## src/rtl/piso_tx_if.sv

```systemverilog
// Parallel-word / serial-bit bundle between a word source and the piso_tx
// transmitter. The master drives words in; the slave (the transmitter)
// reports flow control and drives the serial line.
interface piso_tx_if #(
  parameter int WIDTH = 8
);
  logic [WIDTH-1:0] din;
  logic             load;
  logic             ready;
  logic             dout;
  logic             bit_en;
  logic             busy;
  logic             done;

  modport master (
    output din,
    output load,
    input  ready,
    input  dout,
    input  bit_en,
    input  busy,
    input  done
  );

  modport slave (
    input  din,
    input  load,
    output ready,
    output dout,
    output bit_en,
    output busy,
    output done
  );
endinterface

```

## src/rtl/piso_tx.sv

```systemverilog
// Parallel-in, serial-out transmitter. Shifts a WIDTH-bit word out MSB
// first, one bit every DIV clocks, strobing bit_en in the last clock of each
// bit period. A one-entry holding buffer (plus a same-cycle bypass at the end
// of a frame) lets consecutive words go out with no idle gap.
module piso_tx #(
  parameter int WIDTH = 8,
  parameter int DIV   = 1
) (
  input logic        clk,
  input logic        rs,
  piso_tx_if.slave   io_bus
);

  localparam int               BIT_W    = (WIDTH > 1) ? $clog2(WIDTH) : 1;
  localparam logic [7:0]       DIV_LAST = 8'(DIV - 1);
  localparam logic [BIT_W-1:0] BIT_LAST = BIT_W'(WIDTH - 1);

  typedef enum logic {
    IDLE,
    SHIFT
  } state_t;

  state_t           r_state;
  logic [WIDTH-1:0] r_shift;
  logic [WIDTH-1:0] r_buf;
  logic             r_full;
  logic [7:0]       r_div;
  logic [BIT_W-1:0] r_bit;

  state_t           w_stateNext;
  logic [WIDTH-1:0] w_shiftNext;
  logic [WIDTH-1:0] w_bufNext;
  logic             w_fullNext;
  logic [7:0]       w_divNext;
  logic [BIT_W-1:0] w_bitNext;

  logic w_shifting;
  logic w_divLast;
  logic w_bitLast;
  logic w_done;

  assign w_shifting = (r_state == SHIFT);
  assign w_divLast  = (r_div == DIV_LAST);
  assign w_bitLast  = (r_bit == BIT_LAST);
  assign w_done     = w_shifting && w_divLast && w_bitLast;

  assign io_bus.ready  = !r_full;
  assign io_bus.busy   = w_shifting;
  assign io_bus.dout   = w_shifting && r_shift[WIDTH-1];
  assign io_bus.bit_en = w_shifting && w_divLast;
  assign io_bus.done   = w_done;

  // Register update; reset discards any frame in flight and the buffered word.
  always_ff @(posedge clk) begin
    if (rs) begin
      r_state <= IDLE;
      r_shift <= '0;
      r_buf   <= '0;
      r_full  <= 1'b0;
      r_div   <= '0;
      r_bit   <= '0;
    end else begin
      r_state <= w_stateNext;
      r_shift <= w_shiftNext;
      r_buf   <= w_bufNext;
      r_full  <= w_fullNext;
      r_div   <= w_divNext;
      r_bit   <= w_bitNext;
    end
  end

  // Next-state logic: start a frame from IDLE, time bits with the divider,
  // and at the end of a frame chain straight into the buffered or bypassed word.
  always_comb begin
    w_stateNext = r_state;
    w_shiftNext = r_shift;
    w_bufNext   = r_buf;
    w_fullNext  = r_full;
    w_divNext   = r_div;
    w_bitNext   = r_bit;

    case (r_state)
      IDLE: begin
        if (io_bus.load) begin
          w_shiftNext = io_bus.din;
          w_divNext   = '0;
          w_bitNext   = '0;
          w_stateNext = SHIFT;
        end
      end

      SHIFT: begin
        // A load in the final cycle of a frame bypasses the buffer instead.
        if (io_bus.load && !r_full && !w_done) begin
          w_bufNext  = io_bus.din;
          w_fullNext = 1'b1;
        end

        if (w_divLast) begin
          w_divNext   = '0;
          w_shiftNext = {r_shift[WIDTH-2:0], 1'b0};
          if (w_bitLast) begin
            w_bitNext = '0;
            if (r_full) begin
              w_shiftNext = r_buf;
              w_fullNext  = 1'b0;
            end else if (io_bus.load) begin
              w_shiftNext = io_bus.din;
            end else begin
              w_stateNext = IDLE;
            end
          end else begin
            w_bitNext = r_bit + BIT_W'(1);
          end
        end else begin
          w_divNext = r_div + 8'd1;
        end
      end

      default: begin
        w_stateNext = IDLE;
      end
    endcase
  end

endmodule

```

## src/flat_wrapper.sv

```systemverilog
// flat-port wrapper written by rule: the top's interface ports become plain ports
module piso_tx_flat 
#(
  parameter int WIDTH = 8,
  parameter int DIV   = 1
)
  (clk, rs, io_bus_din, io_bus_load, io_bus_ready, io_bus_dout, io_bus_bit_en, io_bus_busy, io_bus_done);
  piso_tx_if #(.WIDTH(WIDTH)) io_bus_i ();
  input logic clk;
  input logic rs;
  input wire logic [$bits(io_bus_i.din)-1:0] io_bus_din;
  input wire logic [$bits(io_bus_i.load)-1:0] io_bus_load;
  output wire logic [$bits(io_bus_i.ready)-1:0] io_bus_ready;
  output wire logic [$bits(io_bus_i.dout)-1:0] io_bus_dout;
  output wire logic [$bits(io_bus_i.bit_en)-1:0] io_bus_bit_en;
  output wire logic [$bits(io_bus_i.busy)-1:0] io_bus_busy;
  output wire logic [$bits(io_bus_i.done)-1:0] io_bus_done;
  assign io_bus_i.din = io_bus_din;
  assign io_bus_i.load = io_bus_load;
  assign io_bus_ready = io_bus_i.ready;
  assign io_bus_dout = io_bus_i.dout;
  assign io_bus_bit_en = io_bus_i.bit_en;
  assign io_bus_busy = io_bus_i.busy;
  assign io_bus_done = io_bus_i.done;
  piso_tx #(.WIDTH(WIDTH), .DIV(DIV)) u_core (.clk(clk), .rs(rs), .io_bus(io_bus_i));
endmodule
```

## config.mk

```make
export PLATFORM = sky130hd
export DESIGN_NAME = piso_tx_flat
export DESIGN_NICKNAME = d
export VERILOG_FILES = /design/src/rtl/piso_tx_if.sv /design/src/rtl/piso_tx.sv /design/src/flat_wrapper.sv
export SDC_FILE = /design/constraint.sdc
export NUM_CORES = 1
export LEC_CHECK = 0
export BUFFER_PORTS_ARGS = -buffer_cell sky130_fd_sc_hd__clkbuf_2
export CORE_MARGIN = 5
export CORE_UTILIZATION = 45
export DETAILED_ROUTE_END_ITERATION = 7
export GPL_ROUTABILITY_DRIVEN = 0
export PLACE_DENSITY = 0.66
export SETUP_SLACK_MARGIN = 0.5
export SYNTH_ARGS = -nofsm -noshare
export SYNTH_HDL_FRONTEND = slang
export SYNTH_SLANG_ARGS = --single-unit
```

## constraint.sdc

```tcl
create_clock -name clk -period 1.7 [get_ports clk]
set_input_delay 0.085 -clock clk [delete_from_list [all_inputs] [get_ports clk]]
set_output_delay 0.085 -clock clk [all_outputs]
set_load 0.02 [all_outputs]
```

### Yosys cells after proc, flatten, opt, wreduce, memory -nomap -nowiden

Index checks and enable logic that the tools add are counted.

| cells by class | value |
|---|---|
| bitwise gates (word level) | 1 |
| equal/unequal tests | 3 |
| mux-type cells | 22 |
| add/subtract/negate cells | 2 |
| reduce and logical (&&, ||, !) cells | 10 |

Operators by type and width:

| cell | count |
|---|---|
| $mux 8 | 7 |
| $pmux 8 s2 | 2 |
| $mux 3 | 3 |
| $add 8x1->8 const B | 1 |
| $logic_not 8->1 | 1 |
| $mux 1 | 8 |
| $pmux 3 s2 | 1 |
| $logic_and 1x1->1 | 5 |
| $ne 2x2->1 const B | 2 |
| $reduce_and 2->1 | 2 |
| $add 3x1->3 const B | 1 |
| $eq 3x3->1 const B | 1 |
| $logic_not 1->1 | 2 |
| $pmux 1 s2 | 1 |
| $not 1->1 | 1 |

| storage, ports and cells | value |
|---|---|
| logic and storage cells | 44 |
| register bits after elaboration | 29 |
| output and inout port bits | 5 |
| input bits | 11 |

### Depth between registers and ports, before layout

| depth | value |
|---|---|
| depth after elaboration | 9 |
| depth in mapped cells | 7 |
| mapped depth without buffers | 6 |

### Worst setup path after synthesis

No wires, ideal clock.

| timing | value |
|---|---|
| kind | register to register |
| start | register u_core.r_bit[0] |
| end | register u_core.r_buf[0] |
| data arrival time | 1549 ps |
| setup slack | 23 ps |
| clock period less this slack | 1677 ps |
| stages on the path, launching flop included | 7 |
| buffers on the path | 0 |
| setup time | 128 ps |
| cells stage by stage | dfxtp_1 ha_1 ha_1 nor4bb_1 a21oi_2 mux2i_1 nor2_1 |

| between the ends | value |
|---|---|
| cells in the longest elaborated chain, start to end | 5 |

RTL lines:

| what | RTL line | source |
|---|---|---|
| start: declaration | piso_tx.sv:28 | `logic [BIT_W-1:0] r_bit;` |
| start signal: assignment | piso_tx.sv:68 | `r_bit <= w_bitNext;` |
| $eq 3x3->1 | piso_tx.sv:44 | `assign w_bitLast = (r_bit == BIT_LAST);` |
| $logic_and 1x1->1 | piso_tx.sv:45 | `assign w_done = w_shifting && w_divLast && w_bitLast;` |
| $logic_not 1->1 | piso_tx.sv:94 | `if (io_bus.load && !r_full && !w_done) begin` |
| $logic_and 1x1->1 | piso_tx.sv:94 |  |
| $reduce_and 2->1 (no line) | n/a |  |
| end signal: assignment | piso_tx.sv:65 | `r_buf <= w_bufNext;` |
| end: declaration | piso_tx.sv:25 | `logic [WIDTH-1:0] r_buf;` |

Every way passes these cells.
A chain may end at the register's enable or synchronous reset.

### Worst setup path after layout

| timing | value |
|---|---|
| start | register u_core.r_bit[1] |
| end | output port io_bus_done |

| between the ends | value |
|---|---|
| cells in the longest elaborated chain, start to end | 2 |

RTL lines:

| what | RTL line | source |
|---|---|---|
| $eq 3x3->1 | piso_tx.sv:44 |  |
| $logic_and 1x1->1 | piso_tx.sv:45 |  |
| end: declaration | flat_wrapper.sv:17 | `output wire logic [$bits(io_bus_i.done)-1:0] io_bus_done;` |

Every way passes these cells.

==> insert_results.sql <==
INSERT INTO impl_metrics (metric_group, metric, value, unit) VALUES
('finish', 'share_of_final_layout_standard_cells_stronger_than_drive_strength_1', '0.510', ''),
('synthesis', 'number_of_enable_flip_flop_cells_after_synthesis', '0', ''),
('setup_path', 'critPathCaptureType', 'output pin', ''),
('detailed_routing', 'route.final.wire_length', '4.60', 'mm'),
('power_and_ir_drop', 'powerDensity', '632', 'nW/um^2'),
('setup_path', 'crit_path_max_fanout', '3', ''),
('detailed_routing', 'route.vias.total', '1469', ''),
('setup_path', 'r2r_start', 'u_core.r_bit[1]', ''),
('setup_path', 'slowest_stage', 'sky130_fd_sc_hd__dfxtp_2', ''),
('floorplan', 'fp.dieW', '66.6', 'um'),
('worst_hold_path', 'worst_hold_path_type', 'in2reg', ''),
('detailed_routing', 'via_per_inst', '5.88', ''),
('setup_path', 'setup.worst_path.start_class', 'flip-flop', ''),
('setup_path', 'cpLargestDelayFamily', 'simple AND/OR/NAND/NOR gates', ''),
('placed_design', 'post-dp-hpwl', '2.38', 'mm'),
('setup_path', 'critPathRequiredTime', '1620', 'ps'),
('global_route', 'grt_pass1_vias', '1474', ''),
('placed_design', 'dp_slack', '-24.8', 'ps'),
('clocking', 'clock_buffer_count_from_cts', '5', ''),
('synthesis', 'synth_async_sr_flop_share', '0', ''),
('clocking', 'tritoncts_clock_tree', 'built', ''),
('clocking', 'cts_num_sinks', '29', ''),
('finish', 'synthToLayoutAreaGrowth', '55.7', '%'),
('detailed_routing', 'drt-wirelength-per-cell', '18.4', 'um'),
('global_route', 'grt-ovfl-total', '0', ''),
('sta', 'final.period_utilization', '1.01', ''),
('power_and_ir_drop', 'total_leakage_power', '0.000844', 'uW'),
('sta', 'worst_clock_skew', '6.22', 'ps'),
('run', 'cap_violations', '0', ''),
('power_and_ir_drop', 'irDropWorstVdd', '0.561', 'mV'),
('finish', 'design_area', '2240', 'um^2'),
('sta', 'hold_violation_total_from_the_final_report', '0', ''),
('setup_path', 'timing.setup.critical_path_class', 'reg2out', ''),
('floorplan', 'rows', '20', ''),
('synthesis', 'post_synth_inst_count', '159', ''),
('setup_path', 'critical_path_arrival', '1620', 'ps'),
('detailed_routing', 'drt_pass1_iterations', '4', ''),
('global_route', 'groute.usage.overall', '0.225', ''),
('sta', 'maxClockFrequency', '585', 'MHz'),
('finish', 'antenna_cells', '0', ''),
('placed_design', 'place_area', '1640', 'um^2'),
('detailed_routing', 'first_iter_violations', '141', ''),
('floorplan', 'overall_die_area', '4430', 'um^2'),
('floorplan', 'initial_utilization', '0.472', ''),
('clocking', 'clock_path_buffers', '2', ''),
('clocking', 'path_clk_slew', '90', 'ps'),
('placed_design', 'io_buffers', '15', ''),
('setup_path', 'worstPathCellList', 'ha_4 -> ha_4 -> nor4bb_4 -> and3_4 -> buf_8', ''),
('synthesis', 'synthesis.area', '1440', 'um^2'),
('detailed_routing', 'drtAntennaViolNets', '0', ''),
('floorplan', 'io-pin-count', '16', ''),
('synthesis', 'synth-seq-area-share', '0.403', ''),
('global_route', 'number_of_antenna_violations_at_the_first_check_in_global_routing', '0', ''),
('detailed_routing', 'detail_route.drc_violations', '0', ''),
('synthesis', 'synthesis.nets', '174', ''),
('worst_hold_path', 'hp-start', 'io_bus_din[7]', ''),
('sta', 'final_period_minus_worst_setup_slack', '1710', 'ps'),
('floorplan', 'core-area', '3050', 'um^2'),
('outcome', 'violated_checks', 'setup timing', ''),
('synthesis', 'ys_dominant_reg_cell', 'sky130_fd_sc_hd__dfxtp_1', ''),
('outcome', 'run_status', 'complete, but fails checks', ''),
('global_route', 'grt_max_degree', '28', ''),
('synthesis', 'post_synth_num_cell_types', '44', ''),
('sta', 'relSlewSlack', '0.570', ''),
('finish', 'nNetsFinal', '220', ''),
('setup_path', 'critical_path.startpoint', 'u_core.r_bit[1]', ''),
('clocking', 'clock_tree.htree_level_count', '2', ''),
('global_route', 'grt_first_pass_wirelength', '7.39', 'mm'),
('sta', 'worst_slew_pin_slew', '644', 'ps'),
('clocking', 'insertion_delay', '340', 'ps'),
('synthesis', 'synthesis.yosys.warnings', '0', ''),
('synthesis', 'synth-seq-cells', '29', ''),
('sta', 'setup_viol', '1', ''),
('setup_path', 'delay_of_the_slowest_cell_on_the_worst_path', '360', 'ps'),
('sta', 'slew_violations', '0', ''),
('synthesis', 'synth_area_per_cell', '9.07', 'um^2'),
('clocking', 'clock_tree.root_cell', 'sky130_fd_sc_hd__clkbuf_4', ''),
('sta', 'post-route-worst-setup-slack', '-9.98', 'ps'),
('sta', 'grt_setup_unrepaired', 'yes', ''),
('setup_path', 'critical-path-top-cell-by-count', 'sky130_fd_sc_hd__ha_4', ''),
('floorplan', 'die_height', '66.6', 'um'),
('setup_path', 'crit_path_buf_inv_count', '1', '');
## routing by layer
layer,GRT usage,part of all wire,wire length (um),vias to the layer above
met5,0,0,0,-
met3,0.0675,0.036,167,7
met1,0.265,0.41,1890,733
met4,0.122,0.014,65,0
li1,-,-,-,694
met2,0.361,0.54,2480,35
## kinds of logic (layout without fill, tap and decap cells)
| group | count (synthesis) | after routing | synth area share |
|---|---|---|---|
| simple gates | 68 | 68 | 0.268 |
| mux | 9 | 9 | 0.0625 |
| xor+xnor | 1 | 1 | 0.00608 |
| buf+inv | 12 | 57 | 0.0373 |
| fa+ha+maj | 4 | 4 | 0.0347 |
| flops | 29 | 29 | 0.403 |
| compound gates | 36 | 38 | 0.188 |
## area by class of cell
class                      count  area [um^2]
fill                         215          808
multi-input combinational    120         1100
tap                           44         55.1
sequential                    29          602
clock buffer                   6         41.3
timing repair buffer          46          424
clock inverter                 2         10.0
inverter                       3         16.3
## final timing paths
kind,endpoint,slack [ps],cells past startpoint
max,io_bus_done,-10,5
min,u_core.r_buf[7],30,3
max reg2reg,u_core.r_buf[1],60,8
min reg2reg,u_core.r_bit[1],480,2
## worst min-delay path, cell delays in order
cell and delay (ps):
sky130_fd_sc_hd__clkbuf_2 110, sky130_fd_sc_hd__mux2i_1 70, sky130_fd_sc_hd__nor2_1 70
## through the flow
step                      instances  utilization  power (uW)  setup TNS [ps]  hold slack, ps
after floorplan                 159            -         890               0             232
after global placement          212        0.536         923               0             343
after detailed placement        212        0.536         929           -31.7             357
after CTS                       241        0.681        1390           -33.9            4.53
after global routing            250        0.735        1480            -134            23.3
final                           250        0.735        1420           -9.98            27.8
## power breakdown
group	internal [uW]	switching, uW
clock	157	247
sequential	708	25.9
combinational	136	144
total	1000	417
## registers in the layout (all words and copies together), names as in the netlist
name and count:
u_core.r_div 8, u_core.r_full 1, u_core.io_bus.busy 1, u_core.r_buf 8, u_core.r_shift 8, u_core.r_bit 3
## synthesized netlist by cell type (all sizes together), types with 3 or more instances
master  count  share of area
dfxtp      29           0.40
nor2       20          0.052
nor3       12          0.042
mux2i       9          0.063
a21oi       8          0.030
a22o        8          0.049
a221oi      7          0.043
nand2       6          0.016
nand3       6          0.024
clkbuf      5          0.013
a31oi       4          0.022
buf         4          0.016
ha          4          0.035
and2        3          0.013
inv         3         0.0078
nand2b      3          0.013
## cell usage in the layout, fill, tap and decap left out, drive strengths merged, types with 3 or more instances in the layout
cell type	netlist	final
dfxtp	29	29
buf	4	34
mux2i	9	9
nor2	20	20
nor3	12	12
nand2	6	6
inv	3	3
a31oi	4	5
a221oi	7	7
ha	4	4
nand2b	3	3
nand3	6	6
and2	3	3
clkbuf	5	17
a22o	8	8
a21oi	8	8
## what timing repair did
item                                    in CTS  in global routing
setup buffers                               19                  8
pin swaps                                   19                 21
gates resized for setup                     52                 25
gates cloned                                 1                  1
endpoints found under the setup margin      32                 33
hold endpoints to repair                     1                  0
hold buffers                                 1                  0
(Power assumes the default switching activity.)
